### src/rtl/btn_pkg.sv
// btn_pkg: shared definitions for the button event controller.
//   - btn_state_e : 3-bit debounce FSM encoding (ZERO=000 .. ONE3=111)
//   - *_DEF       : default values for NUM_BTN, CNT_MAX and CNT_W
//   - is_one_side : true for the four states that report a pressed level
package btn_pkg;

    localparam int NUM_BTN_DEF = 4;
    localparam int CNT_MAX_DEF = 1_000_000;  // 10 ms at 100 MHz
    localparam int CNT_W_DEF   = 20;

    typedef enum logic [2:0] {
        ZERO  = 3'b000,
        ZERO1 = 3'b001,
        ZERO2 = 3'b010,
        ZERO3 = 3'b011,
        ONE   = 3'b100,
        ONE1  = 3'b101,
        ONE2  = 3'b110,
        ONE3  = 3'b111
    } btn_state_e;

    function automatic logic is_one_side(btn_state_e s);
        return (s inside {ONE, ONE1, ONE2, ONE3});
    endfunction

endpackage

### src/rtl/btn_debounce_ch.sv
// btn_debounce_ch: one debounce channel.
// Ports:
//   clk, rst_n   : clock, async active-low reset
//   tick         : shared debounce tick (one cycle per tick period)
//   btn          : raw button level, already synchronised to clk
//   state        : current FSM state (observable for checkers and level decode)
//   press_pulse  : high in the cycle whose edge performs ZERO3 -> ONE
//   rel_pulse    : high in the cycle whose edge performs ONE3 -> ZERO
module btn_debounce_ch
    import btn_pkg::*;
(
    input  logic       clk,
    input  logic       rst_n,
    input  logic       tick,
    input  logic       btn,
    output btn_state_e state,
    output logic       press_pulse,
    output logic       rel_pulse
);

    btn_state_e state_nxt;

    always_ff @(posedge clk or negedge rst_n) begin
        if (!rst_n) begin
            state <= ZERO;
        end else begin
            state <= state_nxt;
        end
    end

    // Leaving a stable state needs only the opposite level; each further
    // step needs a tick with that level still present, so a level must
    // survive three tick boundaries before the change is accepted.
    always_comb begin
        state_nxt   = state;
        press_pulse = 1'b0;
        rel_pulse   = 1'b0;
        unique case (state)
            ZERO:  if (btn) state_nxt = ZERO1;
            ZERO1: if (!btn) state_nxt = ZERO; else if (tick) state_nxt = ZERO2;
            ZERO2: if (!btn) state_nxt = ZERO; else if (tick) state_nxt = ZERO3;
            ZERO3: begin
                if (!btn) begin
                    state_nxt = ZERO;
                end else if (tick) begin
                    state_nxt   = ONE;
                    press_pulse = 1'b1;
                end
            end
            ONE:   if (!btn) state_nxt = ONE1;
            ONE1:  if (btn) state_nxt = ONE; else if (tick) state_nxt = ONE2;
            ONE2:  if (btn) state_nxt = ONE; else if (tick) state_nxt = ONE3;
            ONE3: begin
                if (btn) begin
                    state_nxt = ONE;
                end else if (tick) begin
                    state_nxt = ZERO;
                    rel_pulse = 1'b1;
                end
            end
            default: state_nxt = ZERO;
        endcase
    end

endmodule

### src/rtl/btn_event_ctrl.sv
// btn_event_ctrl: debounces NUM_BTN buttons and queues press/release events.
// Ports:
//   clk, rst_n   : clock, async active-low reset
//   btn_in       : raw synchronised button levels
//   btn_level    : debounced level per channel
//   evt_valid    : event presented on evt_id / evt_press
//   evt_ready    : consumer accepts the presented event
//   evt_id       : channel of the presented event
//   evt_press    : 1 = press, 0 = release
//   evt_overrun  : one-cycle pulse when a pending event is overwritten
//
// Handshake: an event transfers on a rising edge where evt_valid and
// evt_ready are both high. Once evt_valid is high, evt_id and evt_press hold
// until that transfer; evt_valid never drops without a transfer (except reset).
module btn_event_ctrl
    import btn_pkg::*;
#(
    parameter int NUM_BTN = NUM_BTN_DEF,
    parameter int CNT_MAX = CNT_MAX_DEF,
    parameter int CNT_W   = CNT_W_DEF,
    localparam int ID_W   = (NUM_BTN > 1) ? $clog2(NUM_BTN) : 1
) (
    input  logic               clk,
    input  logic               rst_n,
    input  logic [NUM_BTN-1:0] btn_in,
    output logic [NUM_BTN-1:0] btn_level,
    output logic               evt_valid,
    input  logic               evt_ready,
    output logic [ID_W-1:0]    evt_id,
    output logic               evt_press,
    output logic               evt_overrun
);

    logic [CNT_W-1:0]   cnt;
    logic               tick;
    btn_state_e         ch_state [NUM_BTN];
    logic [NUM_BTN-1:0] press_ev;
    logic [NUM_BTN-1:0] rel_ev;
    logic [NUM_BTN-1:0] pend, pend_nxt;
    logic [NUM_BTN-1:0] ptype, ptype_nxt;  // 1 = press
    logic [ID_W-1:0]    rr_ptr;
    logic [ID_W-1:0]    rr_idx;
    logic [ID_W-1:0]    gnt_id;
    logic               gnt_vld;
    logic               load;
    logic               over;

    // Shared tick counter: tick is high for the whole cycle in which cnt == 0.
    always_ff @(posedge clk or negedge rst_n) begin
        if (!rst_n) begin
            cnt <= '0;
        end else if (cnt == CNT_W'(CNT_MAX - 1)) begin
            cnt <= '0;
        end else begin
            cnt <= cnt + CNT_W'(1);
        end
    end

    assign tick = (cnt == '0);

    for (genvar g = 0; g < NUM_BTN; g++) begin : g_ch
        btn_debounce_ch u_ch (
            .clk         (clk),
            .rst_n       (rst_n),
            .tick        (tick),
            .btn         (btn_in[g]),
            .state       (ch_state[g]),
            .press_pulse (press_ev[g]),
            .rel_pulse   (rel_ev[g])
        );
        assign btn_level[g] = is_one_side(ch_state[g]);
    end

    // The output register is free when empty or when its event transfers now.
    assign load = !evt_valid || evt_ready;

    // Round-robin pick: scan offsets high to low so the lowest offset from
    // rr_ptr that has a pending event wins.
    always_comb begin
        gnt_vld = 1'b0;
        gnt_id  = '0;
        rr_idx  = '0;
        for (int off = NUM_BTN - 1; off >= 0; off--) begin
            rr_idx = ID_W'((int'(rr_ptr) + off) % NUM_BTN);
            if (pend[rr_idx]) begin
                gnt_vld = 1'b1;
                gnt_id  = rr_idx;
            end
        end
    end

    // Slot update. A new event in the slot being granted this edge simply
    // refills it: the old event leaves through the output register, so
    // nothing is lost and no overrun is reported.
    always_comb begin
        pend_nxt  = pend;
        ptype_nxt = ptype;
        over      = 1'b0;
        if (load && gnt_vld) begin
            pend_nxt[gnt_id] = 1'b0;
        end
        for (int i = 0; i < NUM_BTN; i++) begin
            if (press_ev[i] || rel_ev[i]) begin
                if (pend[i] && !(load && gnt_vld && gnt_id == ID_W'(i))) begin
                    over = 1'b1;
                end
                pend_nxt[i]  = 1'b1;
                ptype_nxt[i] = press_ev[i];
            end
        end
    end

    always_ff @(posedge clk or negedge rst_n) begin
        if (!rst_n) begin
            pend        <= '0;
            ptype       <= '0;
            rr_ptr      <= '0;
            evt_valid   <= 1'b0;
            evt_id      <= '0;
            evt_press   <= 1'b0;
            evt_overrun <= 1'b0;
        end else begin
            pend        <= pend_nxt;
            ptype       <= ptype_nxt;
            evt_overrun <= over;
            if (load) begin
                if (gnt_vld) begin
                    evt_valid <= 1'b1;
                    evt_id    <= gnt_id;
                    evt_press <= ptype[gnt_id];
                    rr_ptr    <= (gnt_id == ID_W'(NUM_BTN - 1)) ? '0 : gnt_id + ID_W'(1);
                end else begin
                    evt_valid <= 1'b0;
                end
            end
        end
    end

endmodule

### config.mk
export PLATFORM = sky130hd
export DESIGN_NAME = btn_event_ctrl
export DESIGN_NICKNAME = d
export VERILOG_FILES = /design/src/rtl/btn_pkg.sv /design/src/rtl/btn_debounce_ch.sv /design/src/rtl/btn_event_ctrl.sv
export SDC_FILE = /design/constraint.sdc
export NUM_CORES = 1
export LEC_CHECK = 0
export CAP_MARGIN = 20
export CELL_PAD_IN_SITES_DETAIL_PLACEMENT = 0
export CELL_PAD_IN_SITES_GLOBAL_PLACEMENT = 1
export CORE_UTILIZATION = 30
export CTS_CLUSTER_DIAMETER = 50
export DETAILED_ROUTE_END_ITERATION = 12
export PLACE_DENSITY_LB_ADDON = 0.1
export SETUP_SLACK_MARGIN = 0.05
export SYNTH_ARGS = -nofsm -noshare
export SYNTH_HDL_FRONTEND = slang
export SYNTH_SLANG_ARGS = --single-unit
### constraint.sdc
create_clock -name clk -period 2.12 [get_ports clk]
set_input_delay 0.636 -clock clk [delete_from_list [all_inputs] [get_ports clk]]
set_output_delay 0.636 -clock clk [all_outputs]
set_load 0.02 [all_outputs]
# [After elaboration in Yosys (flattened, before gate mapping)]
# Index checks and enable logic that the tools add are counted.
[op_classes] addsub=5 magnitude_cmp=6 n_eq_ne=64 n_mux=95 bitwise_logic=2 n_reduce_logical=39
[op_table] operator="$mux 3" n=38
[op_table] operator="$pmux 3 s8" n=4
[op_table] operator="$eq 3x3->1 const B" n=16
[op_table] operator="$ne 3x2->1 const B" n=15
[op_table] operator="$mux 1" n=40
[op_table] operator="$reduce_and 8->1" n=4
[op_table] operator="$ne 3x3->1 const B" n=9
[op_table] operator="$eq 3x2->1 const B" n=8
[op_table] operator="$add 20x1->20 const B" n=1
[op_table] operator="$eq 20x20->1 const B" n=1
[op_table] operator="$logic_not 20->1" n=1
[op_table] operator="$mux 20" n=1
[op_table] operator="$ne 2x2->1 const B" n=8
[op_table] operator="$reduce_bool 4->1" n=4
[op_table] operator="$lt 2x3->1 const B" n=5
[op_table] operator="$eq 3x1->1 const B" n=4
[op_table] operator="$logic_not 3->1" n=4
[op_table] operator="$bmux 1 s2" n=5
[op_table] operator="$logic_and 1x1->1" n=10
[op_table] operator="$mux 2" n=5
[op_table] operator="$reduce_bool 2->1" n=4
[op_table] operator="$logic_not 1->1" n=5
[op_table] operator="$logic_or 1x1->1" n=5
[op_table] operator="$add 2x1->2 const B" n=2
[op_table] operator="10 further kinds" n=12
[totals] register_bits=47 inputBits=7 output_inout_bits=9 word_cells=229

# [Depth between registers and ports, before layout]
# Gate-level depths: netlist of run 1.
[depth] word_depth=19 mapped_depth=8 depth_no_buf=8

# [Modules after synthesis]
# From an unflattened synthesis of run 1, not the netlist that was laid out.
[hier_totals] hier_cells=225 hier_area_um2=2396.0
[by_module_without_submodules] module="btn_event_ctrl" n_inst=1 cells_per_inst=173 area_per_inst_um2=1750.4 seq_area_each_um2=875.8
[by_module_without_submodules] module="btn_debounce_ch" n_inst=4 cells_per_inst=13 area_per_inst_um2=161.4 seq_area_each_um2=75.1

# [Worst setup path before layout of run 1]
# Ideal clock, no wire load.
[synth_timing] kind="reg-to-reg" startpoint="reg cnt[10]" endpoint="reg ptype[0]" setup_ns=0.128 t_arrival_ns=1.828 required_ns=1.992 slack_ns=0.164 path_stages_with_launch=5 path_buffers=0 synth_period_minus_slack_ns=1.956 cell_sequence="dfrtp_1 -> or4_4 -> or4b_4 -> o41ai_2 -> a2bb2oi_1"
[synth_between] elab_chain_len=5 word_cells_on_any_way=7 cone_classes="mux (5); reduce/logical (2)"
[synth_lines] item="from (decl)" line_no="btn_event_ctrl.sv:34" source="logic [CNT_W-1:0] cnt;"
[synth_lines] item="from (signal assigned)" line_no="btn_event_ctrl.sv:55" source="cnt <= cnt + CNT_W'(1);"
[synth_lines] item="$logic_not 20->1 *" line_no="btn_event_ctrl.sv:59" source="assign tick = (cnt == '0);"
[synth_lines] item="$mux 1 *" line_no="btn_debounce_ch.sv:45, btn_debounce_ch.sv:56"
[synth_lines] item="$mux 1, on equally long branches" line_no="btn_debounce_ch.sv:43, btn_debounce_ch.sv:54"
[synth_lines] item="$mux 1" line_no="btn_debounce_ch.sv:38" source="unique case (state)"
[synth_lines] item="$logic_or 1x1->1" line_no="btn_event_ctrl.sv:103" source="if (press_ev[i] || rel_ev[i]) begin"
[synth_lines] item="to (signal assigned)" line_no="btn_event_ctrl.sv:124" source="ptype <= ptype_nxt;"
[synth_lines] item="to (decl)" line_no="btn_event_ctrl.sv:40" source="logic [NUM_BTN-1:0] ptype, ptype_nxt;"
# Every way passes the cells marked *; elsewhere a longest branch is shown, timed or not.
# A chain may end at the register's enable or synchronous reset.

# [Worst setup path after layout of run 1]
[layout_timing] startpoint="reg cnt[12]" endpoint="reg ptype[0]"
# The elaborated chain is that of the path after synthesis.

==> impl_metrics.tcl, run 1 <==
set metrics [dict create \
    placedCellCount 372 \
    p_seq_frac 0.486 \
    drv_slew 0 \
    die_width_um 91.2 \
    final-instance-count-excl-fill 381 \
    avgSynthCellArea_um2 9.94 \
    cp-end-kind "flop" \
    outcome "finished, final reports clean" \
    setup_viol 0 \
    cts-buffers-inserted 5 \
    async_flop_share 1.00 \
    num_rows 32 \
    vias 1824 \
    gp_congestion 0.752 \
    drive_above_1_share 0.168 \
    initial_core_util 0.309 \
    yosys_warnings 0 \
    syn_area_um2 2380 \
    slew_headroom 0.669 \
    start_kind "flop" \
    cts_hold_buf 0 \
    grt_pass1_vias 1955 \
    skew_ns 0.00957 \
    synth_ff_type "dfrtp_1" \
    fin_crit_sh 0.951 \
    die_y_um 91.2 \
    layout_setup_ws_ns 0.104 \
    final.min_clock_period_ns 2.02 \
    grt_remaining_overflow 0 \
    vias_per_cell 4.79 \
    leakage_uw 0.00132 \
    vdd_drop_max_mv 0.264 \
    cts.path.max_buffers 2 \
    place_ws_ns 0.0412 \
    final_common_cell "dfrtp_1" \
    clkPwrFrac 0.249 \
    antennaDiodeCount 0 \
    dieArea_um2 8310 \
    numClockSinks 47 \
    ys_top_cells_by_area "dfrtp_1 49%, xnor2_1 4.8%, nand2_1 4.4%" \
    synth_cell_types 43 \
    grt_setup_unrepaired "yes" \
    max_freq_mhz 496 \
    mostFrequentLayoutCells "47 x dfrtp_1, 28 x nand2_1, 21 x nor2_1, 21 x buf_4, 18 x nand3_1" \
    wl_mm 5.25 \
    io_pins 16 \
    p_per_area_nw_per_um2 747 \
    syn_to_final_growth_pct 22.5 \
    hold_viol_final 0 \
    tightest_slew_ns 0.492 \
    cts_root_buf "clkbuf_8" \
    drt_iter0_drc 34 \
    clock_latency_ns 0.31 \
    synth_top_area_frac 0.493 \
    synth-seq-cells 47 \
    globalRouteTotalUtil 0.142 \
    cts_tree "done" \
    nNetsFinal 288 \
    power_switching_uw 731 \
    arrival_ns 2.21 \
    antenna_left 0 \
    path_class "reg2reg" \
    firstDrtPassIters 4 \
    hpwl_mm 3.92 \
    core_area_um2 7730 \
    antenna_found_initial 0 \
    h-tree-depth 2 \
    grt_pass1_wl_mm 9.32 \
    syn-num-nets 250 \
    seq_area_frac_synth 0.493 \
    hp-class "in2async" \
    portBuffers 15 \
    drc 0 \
    synth_top_area_cell "dfrtp_1" \
    cp_max_fo 4 \
    switching_share 0.335 \
    p_comb_frac 0.264 \
    cts.clk_slew.worst_paths_ns 0.09 \
    avgRoutedWirePerCell_um 13.8 \
    cap_viol_max_count 0 \
    internal_power_uw 1450 \
    grt_max_degree 34 \
    worstPathRequired_ns 2.31 \
    n_fill_cell 802 \
    synth_edf_count 0 \
    synth_cells 240 \
    fin_setup_tns_ns 0 \
]
layer usage:
layer / global-route usage / vias up / routed length, um
met2: 0.247 / 18 / 2560
li1: - / 926 / -
met4: 0.0463 / 0 / 91
met1: 0.172 / 873 / 2480
met5: 0 / - / 0
met3: 0.0335 / 7 / 119
synthesized netlist by cell type (2+ instances only):
library cell / n
nor4_1: 4
a21oi_2: 2
mux2i_1: 4
a211oi_1: 3
nor3b_1: 2
o21ai_0: 12
mux2_2: 2
a21o_1: 4
and2_1: 3
clkbuf_1: 5
nor3_1: 2
and3_1: 2
o2111ai_1: 3
nand2_1: 28
a2bb2oi_1: 4
xor2_1: 9
or4_4: 2
nand3_1: 18
a21oi_1: 3
xnor2_1: 13
nor2_1: 21
a31o_1: 2
ha_1: 3
nand4_1: 8
dfrtp_1: 47
inv_1: 15
and4_1: 3
through the flow:
stage | area (um2) | util | power (uW) | hold slack (ns)
after floorplan | 2380 | - | 1410 | 0.340
after global placement | 2800 | 0.363 | 1660 | 0.471
after detailed placement | 2800 | 0.363 | 1650 | 0.473
after CTS | 2890 | 0.373 | 2210 | 0.255
after global routing | 2920 | 0.378 | 2330 | 0.259
final | 2920 | 0.378 | 2180 | 0.244
layout make-up:
type                       count  area (um2)  share of cell area
clock inverter                 3        15.0             0.00514
inverter                      15        56.3              0.0193
clock buffer                   5        68.8              0.0236
timing repair buffer          37         323               0.110
tap                          102         128              0.0437
multi-input combinational    172        1150               0.395
sequential                    47        1180               0.403
what timing repair did:
| action | CTS | global route |
|---|---|---|
| setup buffers | 0 | 1 |
| resized for setup | 0 | 4 |
| setup endpoints to repair | 0 | 9 |
worst max-delay path, cell delays in order (launching register included):
cell,delay (ns)
dfrtp_1,0.39
or4_4,0.58
or4b_4,0.62
o41ai_4,0.22
a2bb2oi_1,0.10
flip-flops by register name, summed over array words and instances, names as in the netlist:
| signal | count |
|---|---|
| evt_valid | 1 |
| pend | 4 |
| evt_id | 2 |
| evt_press | 1 |
| g_ch.u_ch.state | 12 |
| evt_overrun | 1 |
| cnt | 20 |
| ptype | 4 |
| rr_ptr | 2 |
final timing paths:
check,end,slack (ns),cells after the start,start
max,ptype[0],0.10,4,cnt[12]
min reg2reg,evt_id[1],0.49,2,evt_id[1]
min,rr_ptr[1],0.24,1,rst_n
max in group asynchronous,cnt[0],1.36,2,rst_n
min in group clk,evt_id[1],0.49,2,evt_id[1]
max reg2reg,ptype[0],0.10,4,cnt[12]
kinds of logic (layout without fill, tap and decap cells):
kind of cell,after synthesis,in the layout,synth area share
muxes,6,6,0.0262
xor gates and xnor gates,22,22,0.0808
adders and majority gates,3,3,0.0157
AOI/OAI and AO/OA,39,39,0.119
buffers and inverters,21,60,0.0346
DFF,47,47,0.493
and+or+nand+nor,102,102,0.231
power groups by stage:
stage	clock [uW]	sequential [uW]	combinational [uW]
global route	603	1080	646
floorplan	0	1090	323
finish	544	1060	578
detailed placement	0	1080	572
global placement	0	1080	578
CTS	572	1060	577
Note: power is estimated with default switching activity, not from simulation.
==> run 2, diff against run 1 <==
Settings changed: CORE_MARGIN from default to 5, CORE_UTILIZATION 30 to 46.
==> impl_metrics.tcl, run 2 (same netlist as run 1, synthesis figures left out) <==
set metrics [dict create \
    fin_crit_sh 0.939 \
    p_per_area_nw_per_um2 796 \
    clock_latency_ns 0.30 \
    numClockSinks 47 \
    portBuffers 15 \
    holdWs_ns 0.272 \
    globalRouteTotalUtil 0.162 \
    max_freq_mhz 502 \
    critPathSlowestCell "or4b_4" \
    firstDrtPassIters 4 \
    cts_tree "done" \
    gp_congestion 0.812 \
    crit_family "simple AND/OR/NAND/NOR gates" \
    vias 1779 \
    nNetsFinal 284 \
    drt_iter0_drc 62 \
    cts.path.max_buffers 2 \
    cts.clk_slew.worst_paths_ns 0.09 \
    start_kind "flop" \
    crit_start "cnt[15]" \
    drv_slew 0 \
    antenna_left 0 \
    top_register "cnt" \
    grt_pass1_vias 1796 \
    die_y_um 82 \
    reg2reg_from "cnt[15]" \
    leakage_uw 0.00131 \
    hpwl_mm 3.67 \
    skew_ns 0.00768 \
    r2r-end "ptype[0]" \
    initial_core_util 0.470 \
    cap_viol_max_count 0 \
    outcome "finished, final reports clean" \
    syn_to_final_growth_pct 20.8 \
    drc 0 \
    cp_max_fo 4 \
    top_regs "cnt: 20 flops, g_ch.u_ch.state: 12 flops" \
    io_pins 16 \
    antennaDiodeCount 0 \
    die_width_um 82 \
    drive_above_1_share 0.156 \
    hp-class "in2async" \
    arrival_ns 2.18 \
    final_common_cell "dfrtp_1" \
    hold_viol_final 0 \
    crit_buf_inv 0 \
    slew_headroom 0.694 \
    worstPathRequired_ns 2.31 \
    wl_mm 4.84 \
    grt_pass1_wl_mm 8.40 \
    vias_per_cell 5.16 \
    max_stage_delay_ns 0.61 \
    avgRoutedWirePerCell_um 14.0 \
    num_rows 26 \
    grt_remaining_overflow 0 \
    vdd_drop_max_mv 0.376 \
    grt_setup_unrepaired "yes" \
    largest_reg_flops 20 \
    rr_worst_depth 4 \
    fin_setup_tns_ns 0 \
    ff2ff_setup_slack_ns 0.13 \
    cts-buffers-inserted 5 \
    dieArea_um2 6720 \
    worstPathCellList "or4_4 > or4b_4 > o41ai_4 > a2bb2oi_1" \
    setup_viol 0 \
    h-tree-depth 2 \
    final.min_clock_period_ns 1.99 \
    grt_max_degree 30 \
    tightest_slew_ns 0.459 \
    mostFrequentLayoutCells "47 x dfrtp_1, 28 x nand2_1, 21 x nor2_1, 18 x nand3_1, 17 x buf_4" \
    antenna_found_initial 0 \
    layout_setup_ws_ns 0.129 \
    cp-end-kind "flop" \
    fin_util 0.568 \
    cts_root_buf "clkbuf_8" \
    power.total_uw 2290 \
    path_class "reg2reg" \
    place_ws_ns 0.108 \
    cts_hold_buf 0 \
    core_area_um2 5070 \
]
[run 2: timing repair]
action | CTS | global route
gates resized for setup | 0 | 3
setup buffers | 0 | 1
setup endpoints to repair | 0 | 6
[run 2: worst reg2reg max path: cells and delay by family, from the launching register on]
family / cells / cell delay (ns)
compound gates: 2 / 0.30
flops: 1 / 0.40
simple gates: 2 / 1.18
[run 2: metrics by stage]
stage	std cells	area, um2
final	345	2880
after global routing	345	2880
after CTS	344	2850
after detailed placement	336	2730
after global placement	336	2730
after floorplan	240	2380
[run 2: cell type report]
cell class              count  area (um2)
repair buffers             33         293
clock buffers               6        82.6
multi-input cells         172        1150
flip-flops and latches     47        1180
clock inverters             2        35.0
inverters                  15        56.3
well taps                  70        87.6
fillers                   476        2190
[run 2: report_power, final]
group          total, uW  switching, uW  internal (uW)
logic                549            312            237
clock network        682            301            382
registers           1060           86.0            975
total               2290            698           1590
[run 2: worst max path at each step]
stage / to / cells after the start
6_report: ptype[0] / 4
5_1_grt: ptype[0] / 4
4_1_cts: ptype[0] / 4
3_5_place_dp: ptype[0] / 4
3_3_place_gp: evt_overrun / 6
2_1_floorplan: ptype[0] / 4
[run 2: layer usage]
| metal | vias to the layer above | routed length [um] | track usage | part of all wire |
|---|---|---|---|---|
| li1 | 915 | - | - | - |
| met1 | 842 | 2190 | 0.202 | 0.45 |
| met2 | 16 | 2460 | 0.283 | 0.51 |
| met3 | 6 | 128 | 0.0329 | 0.026 |
| met4 | 0 | 61 | 0.0482 | 0.013 |
| met5 | - | 0 | 0 | 0 |
==> RTL change 1 (flow settings as in run 1) <==
Set the package constant `CNT_MAX_DEF` to 500_000 (it was 1_000_000).
--- a/src/rtl/btn_pkg.sv
+++ b/src/rtl/btn_pkg.sv
@@ -5,7 +5,7 @@
 package btn_pkg;
 
     localparam int NUM_BTN_DEF = 4;
-    localparam int CNT_MAX_DEF = 1_000_000;  // 10 ms at 100 MHz
+    localparam int CNT_MAX_DEF = 500_000;  // 10 ms at 100 MHz
     localparam int CNT_W_DEF   = 20;
 
     typedef enum logic [2:0] {
Formal check against the unedited RTL: no difference found for any inputs over 4 cycles, from zero or initial values and one cycle with rst_n low; that may be too few to reach the edited logic, so the function may still have changed.
==> RTL change 1 against run 1 <==
Total power rose by 5.9%; via count fell by 4.3%; routed wire length fell by 2.7%; clock power rose by 14%; worst setup slack got worse by 14 ps; sequential cell count did not move; critical path type is now reg2out; area after synthesis fell by 1.6%; design area fell by 3.6%.
==> RTL change 1: results (changes against run 1) <==
Clocking
  • Cts bufs inserted: 5 (unchanged)
  • Cts repair resizes: 1 (+1)
  • Depth of the CTS H-tree: 2 (unchanged)

Power and ir drop
  • Static leakage: 1.23 nW (-6.5%)
  • Worst VDD drop: 0.258 mV (-2.1%)

Final layout
  • Fin cells: 361 (-5.2%)
  • Layout cells sized above 1: 15.3% (-1.6 points)
  • Nets: 271 (-5.9%)
  • Top reg by flops: cnt

Synth
  • Complex-gate fraction of the synthesized area: 10.8% (-1.0 points)
  • Mux cell area share after synthesis: 2.35% (-0.28 points)
  • Sequential share of the synthesized area: 50.1% (+0.82 points)
  • Post-synth top cells: 47 x dfrtp_1, 19 x nand2_1, 18 x nor2_1
  • Synth area leaders: dfrtp_1 50%, xnor2_1 5.6%, xor2_1 3.4%, nand2_1 3.0%, nor2_1 2.9%
  • Library cells used by synthesis: 44 (+2.3%)
  • Syn_area_per_cell: 10.2 µm² (+2.2%)
  • Post-Synth Adder-Cell Area: 1.60% (+0.026 points)

Placed design
  • Dpl cells: 353 (-5.1%)
  • Gpl congestion: 0.709 (-5.7%)
  • Detailed placement HPWL: 3780 µm (-3.6%)

Setup path
  • R2r endpoint: evt_overrun
  • Worst setup endpoint: btn_level[3]
  • Start point of the critical path: g_ch[3].u_ch.state[2]
  • Flop2flop setup slack: 170 ps (+70 ps)
  • Crit. End Element: primary output
  • Delay-heaviest family, CP: buffers and inverters
  • CP Data Arrival Time: 1390 ps (-820 ps)
  • CP max-delay cell: clkdlybuf4s50_1
  • CP max stage delay: 650 ps (+30 ps)
  • Critical path peak fanout: 4 (unchanged)
  • FF-to-FF Start: rr_ptr[1]
  • Worst reg2reg path depth: 8 (+4)

Detailed routing
  • Via total after detailed routing: 1746 (-4.3%)
  • Routed len/inst: 14.1 µm (+2.7%)

Global routing
  • Total GRT Usage: 13.8% (-0.37 points)
  • Vias in the first global route: 1829 (-6.4%)
  • Global-route wire length before repair: 8950 µm (-3.9%)
  • Largest net degree at the start of global routing: 36 (+5.9%)

Timing
  • Max transition margin: 74.1% (+7.2 points)
  • Layout Skew: 9.60 ps (+0.0294 ps)

Run status
  • Outcome: complete, no violations
RTL change 1: cell count changes after synthesis, moves of 4 or more:
cell / delta
and3_1: +4
nand2_1: -9
inv_1: -6
nand3_1: -8
a21oi_1: +5
RTL change 1: layout make-up:
type	count	area, µm²
Sequential cell	47	1180
Fill cell	764	4590
Clock inverter	1	7.51
Clock buffer	7	96.3
Tap cell	99	124
Timing Repair Buffer	30	270
Inverter	9	33.8
Multi-Input combinational cell	168	1110
RTL change 1: layer usage:
layer,up-vias,share of wire (%),routed length (µm),GRT usage (%)
li1,880,-,-,-
met1,845,48,2450,17.0
met2,14,49,2500,24.1
met3,7,1.7,85,2.53
met4,0,1.4,73,4.84
met5,-,0,0,0
RTL change 1: through the flow:
stage,instance area (µm²),worst slack [ps]
4_1_cts,2810,91.6
6_report,2820,89.9
5_1_grt,2820,54.1
3_5_place_dp,2710,-57.0
2_1_floorplan,2350,162
3_3_place_gp,2710,27.3
RTL change 1: where the power goes:
part           switching [mW]  internal [mW]
Clock                   0.322          0.297
Sequential             0.0733          0.976
Combinational           0.335          0.310
Total                   0.730           1.58
RTL change 1: worst min path at each step:
stage / endpoint / slack (ps) / cells after the start
after floorplan: cnt[0] / 340 / 0
after global placement: cnt[19] / 460 / 1
after detailed placement: cnt[19] / 460 / 1
after CTS: pend[1] / 210 / 1
after global routing: pend[1] / 210 / 1
final: pend[1] / 210 / 1
RTL change 1: cell families after synthesis:
kind of cell    after synthesis
mux                           5
flops                        47
simple gates                 96
xor+xnor                     24
fa+ha+maj                     3
buf+inv                      16
compound gates               40
==> RTL change 2 (config.mk and constraints of run 1) <==
Made on the original files. Register the input `btn_in` before use. The logic sees it one clock later. The other inputs are not delayed to match.
--- a/src/rtl/btn_event_ctrl.sv
+++ b/src/rtl/btn_event_ctrl.sv
@@ -31,6 +31,12 @@
     output logic               evt_overrun
 );
 
+    logic [NUM_BTN-1:0] btn_q;
+
+    always_ff @(posedge clk) begin
+        btn_q <= btn_in;
+    end
+
     logic [CNT_W-1:0]   cnt;
     logic               tick;
     btn_state_e         ch_state [NUM_BTN];
@@ -63,7 +69,7 @@
             .clk         (clk),
             .rst_n       (rst_n),
             .tick        (tick),
-            .btn         (btn_in[g]),
+            .btn         (btn_q[g]),
             .state       (ch_state[g]),
             .press_pulse (press_ev[g]),
             .rel_pulse   (rel_ev[g])
Function: same outputs for any inputs over 10 cycles, from zero or initial values and one cycle with rst_n low; that may be too few to reach the edited logic, so the function may still have changed.
==> RTL change 2 against run 1 <==
Worst hold slack worse by 20 ps; largest power group unchanged; sequential cell count is 4 higher; total power up 5.2%; register-to-register slack better by 90 ps; area after synthesis rose by 4.4%; worst setup slack better by 44 ps; routed wire length is 4.6% higher; clock power increased by 4.8%; design area rose by 3.8%; critical path type is now reg2out.
==> RTL change 2: results (changes against run 1) <==
Placed design
  • Detailed placement HPWL: 4210 µm (+7.3%)
  • Dpl cells: 379 (+1.9%)
  • IO buf count: 15 (unchanged)
  • DP Area: 2930 µm² (+4.5%)
  • Place WS: -75.4 ps (-117 ps)
  • Gpl congestion: 0.759 (+0.96%)

Global routing
  • Largest net degree at the start of global routing: 20 (-41%)
  • Total GRT Usage: 14.3% (+0.097 points)
  • Initial antenna violation count: 0 (unchanged)
  • Global-route wire length before repair: 9540 µm (+2.4%)

Detailed routing
  • DR iter-0 viols: 65 (+91%)
  • Final wirelength: 5490 µm (+4.6%)
  • Via/cell ratio: 4.88 (+1.9%)
  • DR pass1 iterations: 4 (unchanged)
  • Via total after detailed routing: 1883 (+3.2%)

Setup path
  • Worst reg2reg path depth: 9 (+5)
  • CP max stage delay: 630 ps
  • CP Data Arrival Time: 1340 ps (-870 ps)
  • R2r endpoint: evt_overrun
  • FF-to-FF Start: pend[2]
  • Delay-heaviest family, CP: buffers and inverters
  • Critical path peak fanout: 4 (unchanged)
  • CP max-delay cell: clkdlybuf4s50_1
  • Flop2flop setup slack: 190 ps (+90 ps)

Clocking
  • Root Driver: clkbuf_8
  • Clock latency on the worst-skew pair: approximately 300 ps
  • Depth of the CTS H-tree: 2 (unchanged)
  • Clock Pin Slew Worst Setup and Hold Paths: 90 ps (about the same)
  • Cts bufs inserted: 5 (unchanged)
  • Longest Clk Path Bufs: 2 (unchanged)
  • # Post-CTS Setup Buffers: 0 (unchanged)

Synth
  • Library cells used by synthesis: 44 (+2.3%)
  • Post-synthesis async set-or-reset flop share: 92.2% (-7.8 points)
  • Syn_area_per_cell: 10.2 µm² (+3.1%)
  • Post-synth top cells: 47 x dfrtp_1, 22 x nand2_1, 20 x nor2_1
  • Synth area leaders: dfrtp_1 47%, xor2_1 4.2%, xnor2_1 3.5%, nand2_1 3.3%, dfxtp_1 3.2%
  • Synth Warn #: 0 (unchanged)
  • Post-Syn Nets: 253 (+1.2%)
  • Sequential share of the synthesized area: 50.5% (+1.2 points)

Timing
  • Measured slew at the worst slew-check pin: 563 ps (+70.7 ps)
  • Hold_ws: 224 ps (-20.1 ps)
  • Layout Skew: 6.46 ps (-3.11 ps)
  • Final setup fails: 0 (unchanged)

Power and ir drop
  • Internal power: 1.59 mW (+9.8%)
  • Static leakage: 1.31 nW (-0.42%)
  • Worst VDD drop: 0.234 mV (-11%)

Final layout
  • Fillers: 828 (+3.2%)
  • Antenna diodes: 0 (unchanged)
  • Layout cells sized above 1: 20.1% (+3.2 points)
  • Max reg flops: 20 (unchanged)
  • Biggest regs: cnt x20, g_ch.u_ch.state x12
  • Nets: 294 (+2.1%)

Min path
  • Hold WC Path Type: in2async

Run status
  • Outcome: complete, no violations
-- RTL change 2: cell families after synthesis --
group,after synthesis,share of synthesized area (%)
xor gates and xnor gates,22,7.74
DFF,51,50.5
and+or+nand+nor,104,24.0
AOI/OAI and AO/OA,43,11.3
muxes,5,2.21
adders and majority gates,3,1.51
buffers and inverters,15,2.71
-- RTL change 2: power groups by stage --
stage	registers (mW)	logic, mW	clock network (mW)
2_1_floorplan	1.15	0.293	0
3_3_place_gp	1.15	0.613	0
3_5_place_dp	1.14	0.609	0
4_1_cts	1.12	0.611	0.602
5_1_grt	1.14	0.688	0.635
6_report	1.12	0.605	0.570
-- RTL change 2: worst max path at each step --
stage | start | cells after the start | endpoint | slack [ps]
3_5_place_dp | evt_ready | 6 | evt_overrun | -80
3_3_place_gp | evt_ready | 6 | evt_overrun | -60
5_1_grt | pend[1] | 9 | evt_overrun | -2
2_1_floorplan | pend[2] | 9 | evt_overrun | 200
4_1_cts | cnt[8] | 5 | cnt[3] | 90
6_report | g_ch[3].u_ch.state[2] | 1 | btn_level[3] | 150
-- RTL change 2: area by class of cell --
class / instances / area [µm²] / area share (%)
clock inverters: 1 / 5.00 / 0.165
multi-input cells: 177 / 1180 / 39.0
repair buffers: 43 / 355 / 11.7
well taps: 102 / 128 / 4.21
inverters: 6 / 22.5 / 0.743
clock buffers: 6 / 82.6 / 2.72
flip-flops and latches: 51 / 1260 / 41.4
-- RTL change 2: routing by layer --
metal | up-vias | GRT usage, % | wire length (µm)
met2 | 13 | 25.4 | 2850
li1 | 954 | - | -
met1 | 911 | 17.5 | 2480
met5 | - | 0 | 0
met3 | 5 | 2.68 | 103
met4 | 0 | 4.23 | 63
-- RTL change 2: timing repair --
item / in CTS / in global routing
gates resized for setup: 1 / 5
hold endpoints to repair: 0 / 0
setup endpoints to repair: 5 / 10
